File: src/rtl/mem_arb_pkg.sv
// Package: mem_arb_pkg
// Shared definitions for the unified memory-port arbiter.
//   state_e   : arbiter FSM encoding (IDLE / WAIT_MEM / RESP)
//   OWN_IF/DM : transaction owner encoding (1 bit)
//   be_width  : byte-enable width for a given data width
package mem_arb_pkg;

  typedef enum logic [1:0] {
    IDLE     = 2'd0,
    WAIT_MEM = 2'd1,
    RESP     = 2'd2
  } state_e;

  localparam logic OWN_IF = 1'b0;
  localparam logic OWN_DM = 1'b1;

  function automatic int unsigned be_width(input int unsigned data_w);
    return data_w / 8;
  endfunction

endpackage

File: src/rtl/mem_arb_pick.sv
// Module: mem_arb_pick
// Combinational requester selection for the memory-port arbiter.
// Ports:
//   if_req     in  fetch request
//   dm_req     in  load/store request
//   last_owner in  owner of the most recent grant (OWN_IF / OWN_DM)
//   sel_if     out fetch requester selected
//   sel_dm     out load/store requester selected
// Build option: MEM_ARB_RR_EN selects round-robin on contention (the
// requester that was not last_owner wins); otherwise DM has fixed priority
// and last_owner is not consulted. A lone requester always wins.
module mem_arb_pick
  import mem_arb_pkg::*;
(
  input  logic if_req,
  input  logic dm_req,
  input  logic last_owner,
  output logic sel_if,
  output logic sel_dm
);

`ifdef MEM_ARB_RR_EN
  always_comb begin
    sel_if = 1'b0;
    sel_dm = 1'b0;
    if (if_req && dm_req) begin
      if (last_owner == OWN_DM) sel_if = 1'b1;
      else                      sel_dm = 1'b1;
    end else begin
      sel_if = if_req;
      sel_dm = dm_req;
    end
  end
`else
  // Fixed priority: last_owner is intentionally unused in this build.
  logic unused_last_owner;
  assign unused_last_owner = last_owner;

  always_comb begin
    sel_dm = dm_req;
    sel_if = if_req & ~dm_req;
  end
`endif

endmodule

File: src/rtl/mem_port_arbiter.sv
// Module: mem_port_arbiter
// Shares one unified memory port between the instruction-fetch requester
// (IF) and the load/store requester (DM). The winner's request is latched
// and driven to memory until mem_ready; read data / write ack is returned
// to the owner only.
// Ports:
//   CLK, RSTn                    clock (rising edge), async active-low reset
//   if_req/if_addr               fetch request (always a full-word read)
//   if_gnt/if_rvalid/if_rdata    fetch accept, response pulse, fetched word
//   dm_req/dm_we/dm_be/dm_addr/dm_wdata  load/store request
//   dm_gnt/dm_rvalid/dm_rdata    load/store accept, response pulse, load data
//   mem_req/mem_we/mem_be/mem_addr/mem_wdata  latched memory request
//   mem_ready/mem_rdata          memory completion and read data
//   arb_busy                     transaction outstanding (state != IDLE)
//   dbg_state                    current FSM state
// Build option: MEM_ARB_RR_EN adds a last_owner register (reset to IF) and
// round-robin selection on contention; default is fixed DM priority.
//
// Handshake: a requester holds req and payload stable until it sees gnt
// high in the same cycle; the request is consumed on that clock edge.
// gnt is only ever given in IDLE. Dropping req before gnt withdraws it.
// The memory side sees mem_req high with a stable payload until a cycle
// with mem_ready high, which completes the transaction. The owner then
// gets exactly one rvalid cycle.
module mem_port_arbiter
  import mem_arb_pkg::*;
#(
  parameter int unsigned ADDR_W = 32,
  parameter int unsigned DATA_W = 32
) (
  input  logic                          CLK,
  input  logic                          RSTn,
  input  logic                          if_req,
  input  logic [ADDR_W-1:0]             if_addr,
  output logic                          if_gnt,
  output logic                          if_rvalid,
  output logic [DATA_W-1:0]             if_rdata,
  input  logic                          dm_req,
  input  logic                          dm_we,
  input  logic [be_width(DATA_W)-1:0]   dm_be,
  input  logic [ADDR_W-1:0]             dm_addr,
  input  logic [DATA_W-1:0]             dm_wdata,
  output logic                          dm_gnt,
  output logic                          dm_rvalid,
  output logic [DATA_W-1:0]             dm_rdata,
  output logic                          mem_req,
  output logic                          mem_we,
  output logic [be_width(DATA_W)-1:0]   mem_be,
  output logic [ADDR_W-1:0]             mem_addr,
  output logic [DATA_W-1:0]             mem_wdata,
  input  logic                          mem_ready,
  input  logic [DATA_W-1:0]             mem_rdata,
  output logic                          arb_busy,
  output state_e                        dbg_state
);

  localparam int unsigned BE_W = be_width(DATA_W);

  state_e              state_q, state_d;
  logic                owner_q, owner_d;
  logic                we_q, we_d;
  logic [BE_W-1:0]     be_q, be_d;
  logic [ADDR_W-1:0]   addr_q, addr_d;
  logic [DATA_W-1:0]   wdata_q, wdata_d;
  logic [DATA_W-1:0]   if_rdata_q, if_rdata_d;
  logic [DATA_W-1:0]   dm_rdata_q, dm_rdata_d;

  logic sel_if, sel_dm;
  logic last_owner;
  logic if_gnt_c, dm_gnt_c;

  mem_arb_pick u_pick (
    .if_req     (if_req),
    .dm_req     (dm_req),
    .last_owner (last_owner),
    .sel_if     (sel_if),
    .sel_dm     (sel_dm)
  );

  // Grants exist only in IDLE; while reset is asserted they are held low
  // even though the state register already reads IDLE.
  assign if_gnt_c = (state_q == IDLE) & sel_if;
  assign dm_gnt_c = (state_q == IDLE) & sel_dm;
  assign if_gnt   = if_gnt_c & RSTn;
  assign dm_gnt   = dm_gnt_c & RSTn;

`ifdef MEM_ARB_RR_EN
  logic last_owner_q, last_owner_d;

  always_comb begin
    last_owner_d = last_owner_q;
    if (dm_gnt_c)      last_owner_d = OWN_DM;
    else if (if_gnt_c) last_owner_d = OWN_IF;
  end

  always_ff @(posedge CLK or negedge RSTn) begin
    if (!RSTn) last_owner_q <= OWN_IF;
    else       last_owner_q <= last_owner_d;
  end

  assign last_owner = last_owner_q;
`else
  assign last_owner = OWN_IF;
`endif

  // Next-state and payload/response capture.
  always_comb begin
    state_d    = state_q;
    owner_d    = owner_q;
    we_d       = we_q;
    be_d       = be_q;
    addr_d     = addr_q;
    wdata_d    = wdata_q;
    if_rdata_d = if_rdata_q;
    dm_rdata_d = dm_rdata_q;

    unique case (state_q)
      IDLE: begin
        if (dm_gnt_c) begin
          owner_d = OWN_DM;
          we_d    = dm_we;
          be_d    = dm_be;
          addr_d  = dm_addr;
          wdata_d = dm_wdata;
          state_d = WAIT_MEM;
        end else if (if_gnt_c) begin
          owner_d = OWN_IF;
          we_d    = 1'b0;
          be_d    = '1;
          addr_d  = if_addr;
          wdata_d = '0;
          state_d = WAIT_MEM;
        end
      end
      WAIT_MEM: begin
        if (mem_ready) begin
          // Response lands in the owner's register on the edge into RESP,
          // so it is visible exactly when rvalid rises.
          if (owner_q == OWN_DM) dm_rdata_d = we_q ? '0 : mem_rdata;
          else                   if_rdata_d = mem_rdata;
          state_d = RESP;
        end
      end
      RESP: begin
        state_d = IDLE;
      end
      default: begin
        state_d = IDLE;
      end
    endcase
  end

  always_ff @(posedge CLK or negedge RSTn) begin
    if (!RSTn) begin
      state_q    <= IDLE;
      owner_q    <= OWN_IF;
      we_q       <= 1'b0;
      be_q       <= '0;
      addr_q     <= '0;
      wdata_q    <= '0;
      if_rdata_q <= '0;
      dm_rdata_q <= '0;
    end else begin
      state_q    <= state_d;
      owner_q    <= owner_d;
      we_q       <= we_d;
      be_q       <= be_d;
      addr_q     <= addr_d;
      wdata_q    <= wdata_d;
      if_rdata_q <= if_rdata_d;
      dm_rdata_q <= dm_rdata_d;
    end
  end

  assign mem_req   = (state_q == WAIT_MEM);
  assign mem_we    = we_q;
  assign mem_be    = be_q;
  assign mem_addr  = addr_q;
  assign mem_wdata = wdata_q;

  assign if_rvalid = (state_q == RESP) & (owner_q == OWN_IF);
  assign dm_rvalid = (state_q == RESP) & (owner_q == OWN_DM);
  assign if_rdata  = if_rdata_q;
  assign dm_rdata  = dm_rdata_q;

  assign arb_busy  = (state_q != IDLE);
  assign dbg_state = state_q;

endmodule

File: config.mk
export PLATFORM = sky130hd
export DESIGN_NAME = mem_port_arbiter
export DESIGN_NICKNAME = d
export VERILOG_FILES = /design/src/rtl/mem_arb_pkg.sv /design/src/rtl/mem_arb_pick.sv /design/src/rtl/mem_port_arbiter.sv
export SDC_FILE = /design/constraint.sdc
export NUM_CORES = 1
export LEC_CHECK = 0
export CAP_MARGIN = 20
export CELL_PAD_IN_SITES_DETAIL_PLACEMENT = 2
export CELL_PAD_IN_SITES_GLOBAL_PLACEMENT = 2
export CORE_ASPECT_RATIO = 0.5
export CORE_UTILIZATION = 28
export CTS_BUF_LIST = sky130_fd_sc_hd__clkbuf_4
export CTS_CLUSTER_SIZE = 30
export DETAILED_ROUTE_END_ITERATION = 7
export PLACE_DENSITY_LB_ADDON = 0.1
export SETUP_SLACK_MARGIN = 0.1
export SKIP_CTS_REPAIR_TIMING = 1
export SYNTH_ARGS = -nofsm -noshare
export SYNTH_HDL_FRONTEND = slang
export SYNTH_SLANG_ARGS = --single-unit
File: constraint.sdc
create_clock -name CLK -period 3.3 [get_ports CLK]
set_clock_uncertainty 0.15 [all_clocks]
set_input_delay 0.495 -clock CLK [delete_from_list [all_inputs] [get_ports CLK]]
set_output_delay 0.495 -clock CLK [all_outputs]
set_load 0.03 [all_outputs]
; Yosys cells after proc, flatten, opt, wreduce, memory -nomap -nowiden
; Index checks and enable logic that the tools add are counted.
; W data, S select, Z words.
[op_classes]
add_sub_neg = 0
n_mul = 0
div_mod_pow = 0
n_lt_le_gt_ge = 0
n_eq_ne = 4
n_shift = 0
muxes = 14
bitwise_logic = 9
reduce_logical = 7
[op_table]
columns = cell, n
row1 = $mux W32, 5
row2 = $mux W4, 2
row3 = $and A1 B1 Y1, 7
row4 = $mux W2, 3
row5 = $reduce_and A3 Y1, 2
row6 = $pmux W2 S2, 1
row7 = $reduce_and A2 Y1, 2
row8 = $reduce_bool A2 Y1, 2
row9 = $mux W1, 3
row10 = $ne A3 B3 Y1 const B, 1
row11 = $eq A2 B1 Y1 const B, 1
row12 = $eq A2 B2 Y1 const B, 1
row13 = $logic_not A2 Y1, 1
row14 = $ne A2 B1 Y1 const B, 1
row15 = $not A1 Y1, 2
[word_totals]
reg_bits = 136
latchBits = 0
ram_bits = 0
mem_bits_ro = 0
in_bits = 138
out_inout_bits = 141
n_memories = 0

; Longest topological paths before layout
[depth]
ltp_word = 6
depth_mapped = 5

; Cells and area by module
; A second synthesis with hierarchy kept.
[unflattened]
cells_unflattened = 414
hier_area_um2 = 5746.8
[modules_own_cells]
columns = module, n_inst, cells_each, area_each_um2, seq_area_each_um2
row1 = mem_port_arbiter, 1, 412, 5725.5, 3403.3
row2 = mem_arb_pick, 1, 2, 21.3, 0.0

; Worst setup path before layout
; No wires, ideal clock.
[synth_timing]
kind = register -> output
startpoint = reg state_q[0], in the netlist dbg_state[0]
endpoint = out if_gnt
arrival_ps = 1607
required_ps = 2655
slack_ps = 1048
stages_incl_launch_ff = 4
path_buffers = 0
path_cell_list = dfrtp_1 -> nor2_2 -> nand2_1 -> nor3b_1
[synth_via]
elab_chain_len = 3
[synth_rtl]
columns = element, line_no
row1 = "start, declared", mem_port_arbiter.sv:59  ; state_e state_q, state_d;
row2 = "start signal, assigned", mem_port_arbiter.sv:164  ; state_q <= state_d;
row3 = $logic_not A2 Y1, mem_port_arbiter.sv:82  ; assign if_gnt_c = (state_q == IDLE) & sel_if;
row4 = $and A1 B1 Y1, mem_port_arbiter.sv:82
row5 = $and A1 B1 Y1, mem_port_arbiter.sv:84  ; assign if_gnt = if_gnt_c & RSTn;
row6 = "end, declared", mem_port_arbiter.sv:35  ; output logic if_gnt,
; Every way passes these cells.

; Final worst setup path
; Same ends and word-level chain as after synthesis.

==> impl_metrics.tcl <==
set metrics [dict create \
    dpl_cell_area_um2 8730 \
    antenna_found_initial 0 \
    ir_worst_vdd_mv 0.386 \
    reg2reg_to "if_rdata[22]" \
    drive_gt1_share_pct 17.4 \
    required_ns 2.65 \
    nFillCells 1987 \
    tns_ns 0 \
    grt_max_degree 71 \
    coreArea_um2 19700 \
    grt_pass1_wl_mm 28.8 \
    synth_fp_nets 549 \
    fmax_mhz 338 \
    fp-row-count 36 \
    firstDrtPassIters 4 \
    avgViaCountPerCell 4.50 \
    drc 0 \
    gr-total-overflow 0 \
    cts.clk_slew.worst_paths_ns 0.13 \
    cap_violations 0 \
    synth.distinct_cells 25 \
    place_ws_ns 0.643 \
    synth_seq_cells 136 \
    hold_violations 0 \
    cp_top_family "buffers and inverters" \
    hold_path.class "in -> async" \
    async_reset_ff_share_pct 100 \
    post-dp-hpwl_mm 13.8 \
    syn_avg_cell_area_um2 13.9 \
    crit_fanout 7 \
    cts.path.max_buffers 2 \
    synth_flop_cell "dfrtp_1" \
    r2r-start "dbg_state[1]" \
    clkLatencyLatePin_ns 0.54 \
    max_stage_delay_ns 0.70 \
    rsz0062_at_grt "no" \
    maxSlewViolCount 0 \
    gp_congestion 0.716 \
    ys_top_cells_by_area "dfrtp_1 (59%), mux2_2 (9.1%), mux2_4 (7.9%)" \
    vias 4364 \
    min_period_ns 2.96 \
    crit_path_end_kind "output pin" \
    cellPowerDensity_nw_per_um2 1080 \
    yosysWarningCount 0 \
    ioPinCount 279 \
    critPathBufInv 1 \
    antenna_cells 0 \
    crit_path_top_delay_cell "clkdlybuf4s50_1" \
    ff2ff_path_depth 4 \
    dpl.cell_count 938 \
    rrSetupSlack_ns 1.13 \
    cp_data_arrival_time_ns 2.31 \
    syn_area_um2 5720 \
    worst_setup_path_start_kind "register" \
    cts.sinks 136 \
    setup_ws_ns 0.344 \
    crit_chain "nor2_4, nand2_1, nor3b_1, clkdlybuf4s50_1" \
    synth_edf_count 0 \
    syn2layout_area_growth_pct 58.7 \
    cts_buffers 17 \
    whs_ns 0.187 \
    drt_iter0_drc 67 \
    wl_per_cell_um 19.7 \
    wirelength_mm 19.1 \
    grt_pass1_vias 4885 \
    grt_usage_pct 18.3 \
    crit_type "reg -> out" \
    power_mw 9.79 \
    mostFrequentLayoutCells "clkdlybuf4s50_1 (276), dfrtp_1 (136), mux2_2 (46), nand2_1 (34)" \
    leakage_nw 3.85 \
    final_cell_area_um2 9080 \
    synth_area_leader_cell "dfrtp_1" \
    fin_util_pct 46.0 \
    cts_tree "yes" \
    dieArea_um2 21000 \
    htreeDepth 4 \
    final_antenna_net_count 0 \
    slew-limit-headroom_pct 37.5 \
    cts-root-buf "clkbuf_4" \
    setup_viol_count_final 0 \
    fp.dieW_um 204 \
    timing.final.crit_share_pct 89.6 \
    syn_inst 411 \
    synth_top_area_share_pct 59.5 \
    fin_nets 830 \
    synth-seq-area-share_pct 59.5 \
    io_buffer_count 278 \
    initial_core_util_pct 29.0 \
    final_common_cell "clkdlybuf4s50_1" \
    stdcell_count 969 \
    fp.dieH_um 103 \
    status "completed" \
    max_slew.worst_pin.slew_ns 0.937 \
]
==> worst max path at each step <==
| stage | start | endpoint | depth (start not counted) |
|---|---|---|---|
| 2_1_floorplan | dbg_state[0] | if_gnt | 3 |
| 3_3_place_gp | if_req | if_gnt | 4 |
| 3_5_place_dp | if_req | if_gnt | 4 |
| 4_1_cts | dbg_state[0] | if_gnt | 4 |
| 5_1_grt | dbg_state[0] | if_gnt | 4 |
| 6_report | dbg_state[0] | if_gnt | 4 |
==> sequential cells by signal (all words and copies together), names as in the netlist <==
signal / cells
mem_wdata: 32
mem_be: 4
mem_addr: 32
mem_we: 1
dbg_state: 2
dm_rdata: 32
if_rdata: 32
owner_q: 1
==> area by class of cell <==
type                       count  area, um^2  area share, %
sequential                   136        3400           37.5
clock buffer                  18         135           1.49
timing repair buffer         290        2880           31.7
clock inverter                12         203           2.23
multi-input combinational    245        2120           23.3
inverter                       2        7.51         0.0826
tap                          266         333           3.66
==> kinds of logic after synthesis <==
kind of cell    count (synthesis)  synth area share (%)
flops                         136                  59.5
mux                            96                  20.9
simple gates                   76                  7.13
compound gates                 73                  8.90
buf+inv                        30                  3.65
==> per-layer routing <==
metal | up-vias | track usage [%] | part of all wire (%)
li1 | 1999 | - | -
met1 | 2225 | 21.8 | 42
met2 | 122 | 31.4 | 50
met3 | 18 | 6.51 | 6.8
met4 | 0 | 5.80 | 1.2
met5 | - | 0 | 0
==> synthesized netlist by cell type (3+ instances only) <==
cell      count
buf_6         4
o21ai_1       7
a22o_1       33
o21ai_0      27
mux2_2       46
o22a_1        4
clkbuf_1      9
buf_12        3
buf_2        11
mux2_4       30
mux2_1       20
dfrtp_1     136
nand2_1      34
nand2b_1     33
==> power by group <==
part           leakage, nW  internal (mW)  switching (mW)  total [mW]
logic                 2.01           2.46            2.99        5.44
clock network        0.178          0.680           0.657        1.34
registers             1.66           2.50           0.505        3.01
total                 3.85           5.64            4.15        9.79
Note: power is estimated with default switching activity, not from simulation.
